===== config.mk =====
export PLATFORM = sky130hd
export DESIGN_NAME = demux1in2_reg
export DESIGN_NICKNAME = d
export VERILOG_FILES = /design/src/rtl/demux1in2_reg.sv
export SDC_FILE = /design/constraint.sdc
export NUM_CORES = 1
export LEC_CHECK = 0
export CAP_MARGIN = 25
export CORE_ASPECT_RATIO = 1.4
export CORE_UTILIZATION = 50
export CTS_BUF_LIST = sky130_fd_sc_hd__clkbuf_8 sky130_fd_sc_hd__clkbuf_16
export DETAILED_ROUTE_END_ITERATION = 10
export GPL_ROUTABILITY_DRIVEN = 0
export GPL_TIMING_DRIVEN = 0
export PLACE_DENSITY = 0.75
export SLEW_MARGIN = 20
export SYNTH_ARGS = -nofsm -noshare
export SYNTH_HDL_FRONTEND = slang
export SYNTH_SLANG_ARGS = --single-unit
export TNS_END_PERCENT = 100

===== constraint.sdc =====
create_clock -name i_clk -period 4.1 [get_ports i_clk]
set_input_delay 0.615 -clock i_clk [delete_from_list [all_inputs] [get_ports i_clk]]
set_output_delay 0.615 -clock i_clk [all_outputs]
set_load 0.005 [all_outputs]

===== src/rtl/demux1in2_reg.sv =====
// -----------------------------------------------------------------------------
// demux1in2_reg
// Registered 1-to-2 data router. A single valid/ready input stream is steered
// word by word to output port 0 or 1 according to i_control. Each output port
// is backed by its own 2-entry FIFO, so a stalled consumer on one port never
// blocks or loses data destined for the other.
//
// Ports:
//   i_clk      clock, all state updates on rising edge
//   i_rst      synchronous reset, active-high (wins over push/pop)
//   i_dat      input data word
//   i_control  destination select: 0 -> port 0, 1 -> port 1
//   i_valid    i_dat/i_control valid this cycle
//   o_ready    addressed FIFO (by i_control) is not full
//   o_dat0     port 0 head-of-FIFO data (0 when empty)
//   o_valid0   port 0 FIFO non-empty
//   i_ready0   port 0 consumer accepts o_dat0
//   o_dat1     port 1 head-of-FIFO data (0 when empty)
//   o_valid1   port 1 FIFO non-empty
//   i_ready1   port 1 consumer accepts o_dat1
// -----------------------------------------------------------------------------
module demux1in2_reg #(
    parameter int WIDTH = 32,
    parameter int DEPTH = 2
) (
    input  logic             i_clk,
    input  logic             i_rst,
    input  logic [WIDTH-1:0] i_dat,
    input  logic             i_control,
    input  logic             i_valid,
    output logic             o_ready,
    output logic [WIDTH-1:0] o_dat0,
    output logic             o_valid0,
    input  logic             i_ready0,
    output logic [WIDTH-1:0] o_dat1,
    output logic             o_valid1,
    input  logic             i_ready1
);

    localparam logic [1:0] FULL = 2'(DEPTH);

    logic [WIDTH-1:0] mem0 [2];
    logic [WIDTH-1:0] mem1 [2];
    logic             wr_ptr0, rd_ptr0;
    logic             wr_ptr1, rd_ptr1;
    logic [1:0]       count0, count1;

    logic push0, push1, pop0, pop1;

    // Full status is taken before any same-cycle pop: a full FIFO being
    // drained still refuses the incoming word (no bypass).
    always_comb begin
        o_ready = i_control ? (count1 != FULL) : (count0 != FULL);
    end

    always_comb begin
        push0 = i_valid && o_ready && !i_control;
        push1 = i_valid && o_ready &&  i_control;
        pop0  = o_valid0 && i_ready0;
        pop1  = o_valid1 && i_ready1;
    end

    always_ff @(posedge i_clk) begin
        if (i_rst) begin
            for (int unsigned i = 0; i < 2; i++) begin
                mem0[i] <= '0;
                mem1[i] <= '0;
            end
            wr_ptr0 <= 1'b0;
            rd_ptr0 <= 1'b0;
            wr_ptr1 <= 1'b0;
            rd_ptr1 <= 1'b0;
            count0  <= '0;
            count1  <= '0;
        end else begin
            if (push0) begin
                mem0[wr_ptr0] <= i_dat;
                wr_ptr0       <= ~wr_ptr0;
            end
            if (pop0) begin
                rd_ptr0 <= ~rd_ptr0;
            end
            case ({push0, pop0})
                2'b10:   count0 <= count0 + 2'd1;
                2'b01:   count0 <= count0 - 2'd1;
                default: count0 <= count0;
            endcase

            if (push1) begin
                mem1[wr_ptr1] <= i_dat;
                wr_ptr1       <= ~wr_ptr1;
            end
            if (pop1) begin
                rd_ptr1 <= ~rd_ptr1;
            end
            case ({push1, pop1})
                2'b10:   count1 <= count1 + 2'd1;
                2'b01:   count1 <= count1 - 2'd1;
                default: count1 <= count1;
            endcase
        end
    end

    // Head data is zero-gated while the FIFO is empty.
    always_comb begin
        o_valid0 = (count0 != 2'd0);
        o_valid1 = (count1 != 2'd0);
        o_dat0   = o_valid0 ? mem0[rd_ptr0] : '0;
        o_dat1   = o_valid1 ? mem1[rd_ptr1] : '0;
    end

endmodule


# --- Yosys cells after proc, flatten, opt, wreduce, memory -nomap -nowiden ---
# Memories as Yosys holds them, arrays and structs flattened. A register that Yosys moved wholly into a read port is not among the register bits.
# Cells that the tools add are included.
classes:
  n_reduce_logical: 12
  n_addsub: 4
  muxes: 23
  eq_ne: 6
  bitwise_logic: 4
op_table:
  columns: ["op", "n"]
  rows:
  - ["$mux 32", 4]
  - ["$reduce_or 32->1", 2]
  - ["$mux 1", 17]
  - ["$pmux 2 s2", 2]
  - ["$reduce_bool 2->1", 4]
  - ["$logic_and 1x1->1", 5]
  - ["$add 2x1->2 const B", 2]
  - ["$eq 2x1->1 const B", 2]
  - ["$eq 2x2->1 const B", 2]
  - ["$ne 2x2->1 const B", 2]
  - ["$not 1->1", 4]
  - ["$sub 2x1->2 const B", 2]
  - ["$logic_not 1->1", 1]
word_totals:
  ramBits: 128
  out_inout_bits: 67
  memories: 2
  word_cells: 57
  input_bits: 38
  reg_bits: 8
memory_table:
  columns: ["memory", "words", "width", "rd", "rd_ports_with_merged_regs", "write_ports", "line", "rtl"]
  rows:
  - ["mem0", 2, 32, 1, 1, 2, "42", "logic [WIDTH-1:0] mem0 [2];"]
  - ["mem1", 2, 32, 1, 1, 2, "43", "logic [WIDTH-1:0] mem1 [2];"]

# --- Logic depth before layout (Yosys ltp) ---
depth:
  word_depth: 9
  ltp_mapped: 7
  depth_no_buf: 6

# --- Least setup slack after synthesis ---
# OpenSTA, ideal clock, no wires.
synth_timing:
  path_kind: "in2reg"
  startpoint: "input port i_control"
  endpoint: "memory mem0[0][0], enable pin"
  cell_stages: 4
  slack_ns: 1.113
  setup_ns: 0.428
  t_arrival_ns: 2.560
  path_buffers: 1
  required_time_ns: 3.672
  cell_sequence: "buf_2 > nor2b_1 > nand2_1 > o21bai_1"
synth_lines:
  columns: ["element", "line", "rtl"]
  rows:
  - ["from (decl)", "29", "input logic i_control,"]
  - ["to (decl)", "42", null]

# --- Worst setup path after layout ---
layout_timing:
  startpoint: "register count0[0]"
  endpoint: "output port o_dat0[18]"
layout_between:
  elab_chain_cells: 2
layout_lines:
  columns: ["element", "line", "rtl"]
  rows:
  - ["from (decl)", "46", "logic [1:0] count0, count1;"]
  - ["from (signal assigned)", "84", "2'b10: count0 <= count0 + 2'd1;"]
  - ["from (signal assigned)", "85", "2'b01: count0 <= count0 - 2'd1;"]
  - ["from (signal assigned)", "86", "default: count0 <= count0;"]
  - ["$reduce_bool 2->1", "106", "o_valid0 = (count0 != 2'd0);"]
  - ["$mux 32", "108", "o_dat0 = o_valid0 ? mem0[rd_ptr0] : '0;"]
  - ["to (decl)", "32", "output logic [WIDTH-1:0] o_dat0,"]
# Every way passes these cells.

==> reports/summary.txt <==
top_reg_cell synth = edfxtp_1
Worst Hold Class = flop to flop
Cells after Synth = 471
Slew Viols, Final = 0
most frequent cells in the layout = 128 x and2_1, 128 x edfxtp_1, 103 x clkdlybuf4s50_1
CTS hold repair buffers = 0
Die W = 96.3 um
postcts setup bufs = 0
DR vias = 3901
clock root cell = clkbuf_16
minimum clock period = 2.96 ns
Post-Syn Nets = 511
synthesized cell area = 6230 um^2
Final Core Density = 0.674
Worst Setup End Kind = primary output
die height = 134 um
Antenna diodes = 0
Final HPWL DP = 9120 um
first-pass GRT wire length = 20500 um
CTS tree = yes
DRC viols = 0
drt pass-1 iters = 5
number of port buffers = 103
Post-synth EDFFs = 128
Avg Cell Area, Syn = 13.2 um^2
Hold Violations, Final = 0
RSZ-0062 raised after global routing = no
vias per inst = 5.18
P per Cell Area = 563 nW/um^2
CP Launch Point = count0[0]
pre-CTS setup slack = 1.43 ns
final WL = 13300 um
critical path class = flop to primary output
# setup viols final = 0
number of global-route vias before repair = 3962
Crit path arrival time = 2.35 ns
Yosys reg bits = 138
grt ovf = 0
synth unique cells = 28
total track usage = 0.221
Max rail drop VDD = 392 uV
TritonCTS sink count = 138
CTS resizes = 0
Iteration-0 DRC Markers = 207
Initial Utilization = 0.519
number of max-cap violations = 0
TritonCTS Buffers = 17
Final period util = 0.722
core area = 12000 um^2
Req. time, crit path = 3.48 ns
Yosys Warn Count = 0
CTS H-tree lvls = 4
sequential share of the synthesized area = 0.649
Placed Area = 7520 um^2
CP max FO = 10
I/O pin count = 105
Core Rows = 47
FF-to-FF Start = count0[0]
P_leak = 3.01 nW
outcome = finished, final reports clean
fill cell count = 912
top achievable clock speed = 0.338 GHz
DRT antenna net count = 0
Worst slew margin = 0.334
Final nets = 635
clock buffer depth = 2
WL/cell = 17.7 um
largest net degree at the start of global routing = 33
Die ar. = 12900 um^2
Reg clk slew, reported paths = 0.06 ns
clk_skew = 0.00484 ns
layout cells sized above 1 = 0.0924
Worst-Skew Late Latency = 0.41 ns
area delta synth->final = 29.8%
initial antenna violation count = 0
design area = 8090 um^2
CP Launch Type = flop
async set or reset register ratio after synthesis = 0
final setup margin = 1.14 ns
Hold Path Origin = rd_ptr0
Worst Tran Pin Value = 0.999 ns
[cells by family (layout without fill, tap and decap cells)]
logic type,after synthesis,after routing,share of synthesized area
AOI/OAI and AO/OA,12,12,0.0127
xor gates and xnor gates,6,6,0.00844
DFF,138,138,0.649
muxes,65,65,0.104
adders and majority gates,2,2,0.00402
and+or+nand+nor,216,216,0.198
buffers and inverters,32,167,0.0231
[report_power, final]
| part | switching [mW] | internal [mW] | total (mW) |
|---|---|---|---|
| clock network | 0.536 | 0.933 | 1.47 |
| registers | 0.0649 | 1.69 | 1.76 |
| logic | 0.672 | 0.660 | 1.33 |
[area by class of cell]
type	instances	area, um^2	share of cell area
repair buffers	105	1090	0.134
clock inverters	13	138	0.0170
plain buffers	28	129	0.0159
well taps	147	184	0.0227
inverters	4	15.0	0.00186
multi-input cells	301	2060	0.255
clock buffers	17	425	0.0526
flip-flops and latches	138	4040	0.500
[registers in the layout, summed over array words and instances, names as in the netlist, named ones only]
name and count:
count1 2, count0 2, rd_ptr1 1, rd_ptr0 1, wr_ptr1 1, mem0 64, wr_ptr0 1, mem1 64
[cell usage after synthesis (4+ instances only)]
master,count,area share
nor2_1,72,0.043
nor2b_1,4,0.0040
xor2_1,4,0.0056
and2_1,128,0.13
mux2i_1,65,0.10
o21ai_0,4,0.0032
edfxtp_1,128,0.62
dfxtp_1,10,0.032
clkbuf_2,6,0.0048
clkbuf_1,9,0.0054
inv_1,4,0.0024
buf_2,13,0.010
[layer usage]
metal	global-route usage	wire, um	vias to the layer above
met5	0	0	-
met3	0.0533	477	21
met4	0.0915	315	0
met1	0.244	5110	1913
li1	-	-	1880
met2	0.398	7410	87
[critical path, stage by stage, from the launching register on]
cell and delay (ns):
dfxtp_1 0.37, nor2_1 0.48, clkbuf_1 0.46, nor2_1 0.14, clkdlybuf4s50_1 0.47
[final timing paths]
kind,end,slack (ns),depth (start not counted)
hold reg to reg,rd_ptr0,0.51,2
hold / removal,rd_ptr0,0.51,2
setup / recovery,o_dat0[18],1.14,4
setup reg to reg,mem0[1][16],2.26,2
[per-stage QoR]
| stage | setup TNS, ns | hold WS (ns) | instances | power (mW) |
|---|---|---|---|---|
| floorplan | 0 | 0.472 | 471 | 2.46 |
| global placement | -15.98 | 0.491 | 721 | 3.09 |
| detailed placement | 0 | 0.499 | 723 | 3.13 |
| CTS | 0 | 0.519 | 753 | 4.59 |
| global route | 0 | 0.537 | 753 | 4.76 |
| finish | 0 | 0.514 | 753 | 4.56 |
Power figures use the tool's default switching activity.
